File: src/rtl/synth_param_bank_if.sv
// CC write and preset command bus for synth_param_bank.
// The master drives requests; the slave (the parameter bank) returns ready/busy.
interface synth_param_bank_if #(
   parameter int PERCENT_WIDTH = 7,
   parameter int NUM_PRESETS   = 8
);
   localparam int SLOT_W = (NUM_PRESETS > 1) ? $clog2(NUM_PRESETS) : 1;

   logic                     cc_valid;
   logic                     cc_ready;
   logic [6:0]               cc_number;
   logic [PERCENT_WIDTH-1:0] cc_value;
   logic                     preset_valid;
   logic                     preset_save;
   logic [SLOT_W-1:0]        preset_index;
   logic                     preset_busy;

   modport master (
      output cc_valid, cc_number, cc_value, preset_valid, preset_save, preset_index,
      input  cc_ready, preset_busy
   );

   modport slave (
      input  cc_valid, cc_number, cc_value, preset_valid, preset_save, preset_index,
      output cc_ready, preset_busy
   );
endinterface

File: src/rtl/synth_param_bank.sv
// Runtime synth parameter store: CC writes land in a shadow bank, committed to the active bank on sample ticks.
// Optional PARAM_SLEW_EN: each commit moves every active value at most one LSB toward the shadow value.
module synth_param_bank #(
   parameter int NUM_PARAMS    = 16,
   parameter int PERCENT_WIDTH = 7,
   parameter int NUM_PRESETS   = 8,
   parameter int CC_BASE       = 16,
   parameter int DEFAULT_VALUE = 64
) (
   input  logic                                clock,
   input  logic                                reset_l,
   synth_param_bank_if.slave                   bus,
   input  logic                                sample_tick,
   output logic [NUM_PARAMS*PERCENT_WIDTH-1:0] params_out,
   output logic                                params_changed
);
   localparam int IDX_W  = $clog2(NUM_PARAMS);
   localparam int SLOT_W = (NUM_PRESETS > 1) ? $clog2(NUM_PRESETS) : 1;

   typedef logic [PERCENT_WIDTH-1:0] value_t;
   typedef enum logic [1:0] {IDLE, SAVE, RECALL} state_t;

   localparam value_t DEFAULT_V = value_t'(DEFAULT_VALUE);

   state_t            r_state;
   state_t            w_next;
   logic [IDX_W-1:0]  r_idx;
   logic [SLOT_W-1:0] r_slot;
   logic              r_pending;
   logic              r_changed;
   value_t            r_shadow [NUM_PARAMS];
   value_t            r_active [NUM_PARAMS];
   value_t            r_preset [NUM_PRESETS][NUM_PARAMS];

   value_t            w_nextActive [NUM_PARAMS];
   logic              w_moved;
   logic              w_stillPending;
   logic              w_slotOk;
   logic              w_start;
   logic              w_lastWord;
   logic              w_ccInRange;
   logic              w_ccWrite;
   logic              w_commit;
   int                w_ccOffset;

   always_ff @(posedge clock) begin
      if (!reset_l) begin
         r_state <= IDLE;
      end else begin
         r_state <= w_next;
      end
   end

   always_comb begin
      w_next   = r_state;
      w_slotOk = (int'(bus.preset_index) < NUM_PRESETS);
      w_start  = 1'b0;
      case (r_state)
         IDLE: begin
            if (bus.preset_valid && w_slotOk) begin
               w_start = 1'b1;
               w_next  = bus.preset_save ? SAVE : RECALL;
            end
         end
         SAVE, RECALL: begin
            if (w_lastWord) begin
               w_next = IDLE;
            end
         end
         default: w_next = IDLE;
      endcase
   end

   assign w_lastWord      = (r_idx == IDX_W'(NUM_PARAMS - 1));
   assign bus.cc_ready    = (r_state == IDLE);
   assign bus.preset_busy = (r_state != IDLE);

   // Out-of-range controller numbers are still accepted, they simply touch nothing.
   always_comb begin
      w_ccOffset  = int'(bus.cc_number) - CC_BASE;
      w_ccInRange = (w_ccOffset >= 0) && (w_ccOffset < NUM_PARAMS);
      w_ccWrite   = bus.cc_valid && bus.cc_ready && w_ccInRange;
      w_commit    = sample_tick && r_pending && (r_state != RECALL);
   end

   always_comb begin
      w_moved        = 1'b0;
      w_stillPending = 1'b0;
      for (int k = 0; k < NUM_PARAMS; k++) begin
         w_nextActive[k] = r_shadow[k];
`ifdef PARAM_SLEW_EN
         if (r_active[k] < r_shadow[k]) begin
            w_nextActive[k] = r_active[k] + 1'b1;
         end else if (r_active[k] > r_shadow[k]) begin
            w_nextActive[k] = r_active[k] - 1'b1;
         end else begin
            w_nextActive[k] = r_active[k];
         end
         w_stillPending = w_stillPending || (w_nextActive[k] != r_shadow[k]);
`endif
         w_moved = w_moved || (w_nextActive[k] != r_active[k]);
      end
   end

   always_ff @(posedge clock) begin
      if (!reset_l) begin
         r_idx     <= '0;
         r_slot    <= '0;
         r_pending <= 1'b0;
         r_changed <= 1'b0;
         for (int k = 0; k < NUM_PARAMS; k++) begin
            r_shadow[k] <= DEFAULT_V;
            r_active[k] <= DEFAULT_V;
            for (int p = 0; p < NUM_PRESETS; p++) begin
               r_preset[p][k] <= DEFAULT_V;
            end
         end
      end else begin
         if (w_start) begin
            r_slot <= SLOT_W'(bus.preset_index);
            r_idx  <= '0;
         end else if (r_state != IDLE) begin
            r_idx <= r_idx + 1'b1;
         end

         if (r_state == SAVE) begin
            r_preset[r_slot][r_idx] <= r_shadow[r_idx];
         end
         if (r_state == RECALL) begin
            r_shadow[r_idx] <= r_preset[r_slot][r_idx];
         end
         if (w_ccWrite) begin
            r_shadow[w_ccOffset[IDX_W-1:0]] <= bus.cc_value;
         end

         if (w_commit) begin
            for (int k = 0; k < NUM_PARAMS; k++) begin
               r_active[k] <= w_nextActive[k];
            end
         end
         r_changed <= w_commit && w_moved;

         // A fresh write or a finished recall re-arms the commit even on a commit edge.
         if (w_commit) begin
            r_pending <= w_stillPending;
         end
         if (w_ccWrite || ((r_state == RECALL) && w_lastWord)) begin
            r_pending <= 1'b1;
         end
      end
   end

   always_comb begin
      params_out = '0;
      for (int k = 0; k < NUM_PARAMS; k++) begin
         params_out[k*PERCENT_WIDTH +: PERCENT_WIDTH] = r_active[k];
      end
   end

   assign params_changed = r_changed;
endmodule

File: src/flat_wrapper.sv
// flat-port wrapper written by rule: the top's interface ports become plain ports
module synth_param_bank_flat 
#(
   parameter int NUM_PARAMS    = 16,
   parameter int PERCENT_WIDTH = 7,
   parameter int NUM_PRESETS   = 8,
   parameter int CC_BASE       = 16,
   parameter int DEFAULT_VALUE = 64
)
  (clock, reset_l, sample_tick, params_out, params_changed, bus_cc_valid, bus_cc_number, bus_cc_value, bus_preset_valid, bus_preset_save, bus_preset_index, bus_cc_ready, bus_preset_busy);
  synth_param_bank_if #(.PERCENT_WIDTH(PERCENT_WIDTH), .NUM_PRESETS(NUM_PRESETS)) bus_i ();
  input  logic clock;
  input  logic reset_l;
  input  logic sample_tick;
  output logic [NUM_PARAMS*PERCENT_WIDTH-1:0] params_out;
  output logic params_changed;
  input wire logic [$bits(bus_i.cc_valid)-1:0] bus_cc_valid;
  input wire logic [$bits(bus_i.cc_number)-1:0] bus_cc_number;
  input wire logic [$bits(bus_i.cc_value)-1:0] bus_cc_value;
  input wire logic [$bits(bus_i.preset_valid)-1:0] bus_preset_valid;
  input wire logic [$bits(bus_i.preset_save)-1:0] bus_preset_save;
  input wire logic [$bits(bus_i.preset_index)-1:0] bus_preset_index;
  output wire logic [$bits(bus_i.cc_ready)-1:0] bus_cc_ready;
  output wire logic [$bits(bus_i.preset_busy)-1:0] bus_preset_busy;
  assign bus_i.cc_valid = bus_cc_valid;
  assign bus_i.cc_number = bus_cc_number;
  assign bus_i.cc_value = bus_cc_value;
  assign bus_i.preset_valid = bus_preset_valid;
  assign bus_i.preset_save = bus_preset_save;
  assign bus_i.preset_index = bus_preset_index;
  assign bus_cc_ready = bus_i.cc_ready;
  assign bus_preset_busy = bus_i.preset_busy;
  synth_param_bank #(.NUM_PARAMS(NUM_PARAMS), .PERCENT_WIDTH(PERCENT_WIDTH), .NUM_PRESETS(NUM_PRESETS), .CC_BASE(CC_BASE), .DEFAULT_VALUE(DEFAULT_VALUE)) u_core (.clock(clock), .reset_l(reset_l), .bus(bus_i), .sample_tick(sample_tick), .params_out(params_out), .params_changed(params_changed));
endmodule
File: config.mk
export PLATFORM = sky130hd
export DESIGN_NAME = synth_param_bank_flat
export DESIGN_NICKNAME = d
export VERILOG_FILES = /design/src/rtl/synth_param_bank_if.sv /design/src/rtl/synth_param_bank.sv /design/src/flat_wrapper.sv
export SDC_FILE = /design/constraint.sdc
export NUM_CORES = 2
export LEC_CHECK = 0
export BUFFER_PORTS_ARGS = -buffer_cell sky130_fd_sc_hd__buf_2
export CAP_MARGIN = 10
export CORE_AREA = 3 3 480 363
export DETAILED_ROUTE_END_ITERATION = 8
export DIE_AREA = 0 0 483 366
export PLACE_DENSITY = 0.56
export RECOVER_POWER = 100
export SKIP_CTS_REPAIR_TIMING = 1
export SKIP_LAST_GASP = 1
export SYNTH_ARGS = -nofsm -noshare
export SYNTH_HDL_FRONTEND = slang
export SYNTH_SLANG_ARGS = --single-unit
export TNS_END_PERCENT = 20
File: constraint.sdc
create_clock -name clock -period 4.7 [get_ports clock]
set_clock_uncertainty 0.15 [all_clocks]
set_input_delay 0.94 -clock clock [delete_from_list [all_inputs] [get_ports clock]]
set_output_delay 0.94 -clock clock [all_outputs]
set_load 0.03 [all_outputs]
==> metrics.cfg <==
[min_path]
hp-class = primary input to flop
min_from = bus_preset_index[2]

[detailed_routing]
drc = 0
avgViaCountPerCell = 5.28
wl_per_cell_microns = 25.0
antenna_left = 0
drt_iter0_markers = 4569
vias = 32120
firstDrtPassIters = 5
wirelength_microns = 152000

[power]
p_per_area_nw_per_um2 = 394
total_power_uw = 22800
ir_worst_vdd_mv = 0.322
p_leak_uw = 0.0181

[sta]
setup_tns_ns = 0
post-route-min-period_ns = 4.26
finalMaxSlewViolations = 229
finalCritPeriodShare_pct = 90.7
hold_viol_final = 0
slew_headroom_pct = -37.2
fmax_mhz = 235
finalSetupViolations = 0
worstMarginPinSlew_ns = 2.06
rsz0062_at_grt = no

[critical_path]
critical_path_class = flop to flop
slowest_stage = a221oi_1
critPathArrivalTime_ns = 4.56
crit_path_end_kind = flop
crit_fanout = 21
cpPeakStageDelay_ns = 0.76
startpoint_type = flop
cp.required_ns = 5.00
critPathTopFamily = compound AO/OA/AOI/OAI gates
path_cells = buf_12 -> buf_12 -> mux4_2 -> a221oi_1 -> o22ai_1 -> nor4_1 -> clkbuf_2 -> nor4_1
critPathBufInv = 3

[status]
violations = max-capacitance violations, max-slew violations
status = finished with violations

[placement]
place_congestion = 0.877
portBuffers = 137
post-dp-hpwl_microns = 103000

[global_routing]
antenna_found_initial = 8
overflow = 0
grt_pass1_vias = 30404
grt_max_degree = 129
gr-usage-all-layers_pct = 16.7
grt_pass1_wl_microns = 220000

[yosys]
yosys_warnings = 0
synth-edff-count = 1120
synth.net_count = 3682
synthDominantCellAreaShare_pct = 66.1
synth_common_cells = edfxtp_1, nor2_1, nand2_1, mux4_2, clkbuf_1
synth-seq-cells = 1138
syn_area_sq_um = 50900
netlist_instances = 3652
async_reset_ff_share_pct = 0
synth_area_leaders = edfxtp_1, mux4_2, nor2_1
synth.most_common_cell = edfxtp_1
synth_cell_types = 55
ys_seq_area_share_pct = 66.8
synth_top_flop_cell = edfxtp_1
synth_area_per_cell_sq_um = 13.9
synth_area_leader_cell = edfxtp_1

[floorplanning]
die_w_microns = 483
row_count = 131
core_sq_um = 170000
ioPinCount = 138
initial_core_util_pct = 30.0
die-height_microns = 366
dieArea_sq_um = 177000

[clock_network]
clock_sinks = 1138
ctsHtreeMaxLevel = 3
cts_root_buf = clkbuf_16
clockBufferDepth = 3
cts_buffers = 106
clkLatencyLatePin_ns = 0.74
cts_tree = yes
clk_pin_slew_worst_paths_ns = 0.07

[run]
maxCapViolations = 3

[layout]
area_delta_synth_final_pct = 13.6
nNetsFinal = 3766
fillers = 16625
drive_gt1_share_pct = 15.0

worst reg2reg max path, cell delays in order (launching register included):
cell and delay (ns):
dfxtp_4 0.51, buf_12 0.26, buf_12 0.25, mux4_2 0.57, a221oi_1 0.76, o22ai_1 0.32
nor4_1 0.47, clkbuf_2 0.54, nor4_1 0.15
power breakdown:
part / leakage [uW] / switching, uW / internal (uW)
Clock: 0.00169 / 3990 / 4870
Sequential: 0.0111 / 220 / 11400
Combinational: 0.00527 / 1570 / 698
Total: 0.0181 / 5780 / 17000
path summary, 6_finish.rpt:
check	slack, ns	cells after the start	endpoint
min reg2reg	0.45	2	u_core.r_state[1]
max reg2reg	0.44	8	u_core.r_shadow[0][0]
max	0.44	8	u_core.r_shadow[0][0]
min	0.44	3	flop
cell type report:
| class | instances | area [sq um] | share of cell area (%) |
|---|---|---|---|
| tap | 2261 | 2830 | 4.90 |
| timing repair buffer | 271 | 1720 | 2.98 |
| inverter | 9 | 33.8 | 0.0585 |
| sequential | 1138 | 34000 | 58.8 |
| antenna | 1 | 2.50 | 0.00433 |
| clock buffer | 125 | 2750 | 4.75 |
| multi-input combinational | 2210 | 15700 | 27.1 |
| clock inverter | 73 | 766 | 1.33 |
registers in the layout, summed over array words and instances (netlist names), named ones only:
register,count
u_core.r_idx,4
u_core.params_changed,1
u_core.r_state,2
u_core.r_shadow,112
u_core.r_active,112
u_core.r_slot,3
u_core.r_preset,896
u_core.r_pending,1
cells by family (layout without fill, tap and decap cells):
| logic type | after synthesis | count (layout) | synth area share [%] |
|---|---|---|---|
| buf+inv | 304 | 478 | 2.57 |
| mux | 312 | 312 | 12.5 |
| flops | 1138 | 1138 | 66.8 |
| other cells | 0 | 1 | 0 |
| simple gates | 1618 | 1618 | 13.8 |
| xor+xnor | 111 | 111 | 1.91 |
| compound gates | 162 | 162 | 2.29 |
| fa+ha+maj | 7 | 7 | 0.172 |
routing by layer:
metal / up-vias / global-route usage, % / part of all wire, %
met1: 16590 / 26.4 / 47
met3: 175 / 4.47 / 11
met2: 1697 / 22.9 / 41
met5: - / 0 / 0.012
met4: 2 / 2.96 / 1.6
li1: 13656 / - / -
placed cells by master (no fill, tap or decap), drive strengths merged, types with 8 or more instances in the layout:
cell,netlist,layout
a211oi,12,12
a21oi,27,27
a221oi,20,20
a22o,12,12
a2bb2oi,8,8
and2,101,101
buf,78,120
bufinv,0,12
clkbuf,217,276
clkinv,1,52
clkinvlp,0,8
dfxtp,18,18
edfxtp,1120,1120
inv,8,10
mux2,12,12
mux2i,44,44
mux4,256,256
nand2,352,352
nand2b,25,25
nand3,136,136
nand4,24,24
nor2,846,846
nor2b,19,19
nor3,19,19
nor4,74,74
o21a,10,10
o21ai,24,24
o22ai,15,15
xnor2,80,80
xor2,31,31
stage by stage:
step	cell area, sq um	util [%]	worst slack, ns	hold WS [ns]	cells
4_1_cts	58100	34.2	0.641	0.383	6087
5_1_grt	57800	34.0	0.280	0.417	6087
2_1_floorplan	50900	-	0.751	0.381	3652
3_3_place_gp	54600	32.2	0.693	0.412	5888
3_5_place_dp	54600	32.2	0.677	0.439	5889
6_report	57800	34.0	0.438	0.441	6088
(Power assumes the default switching activity.)
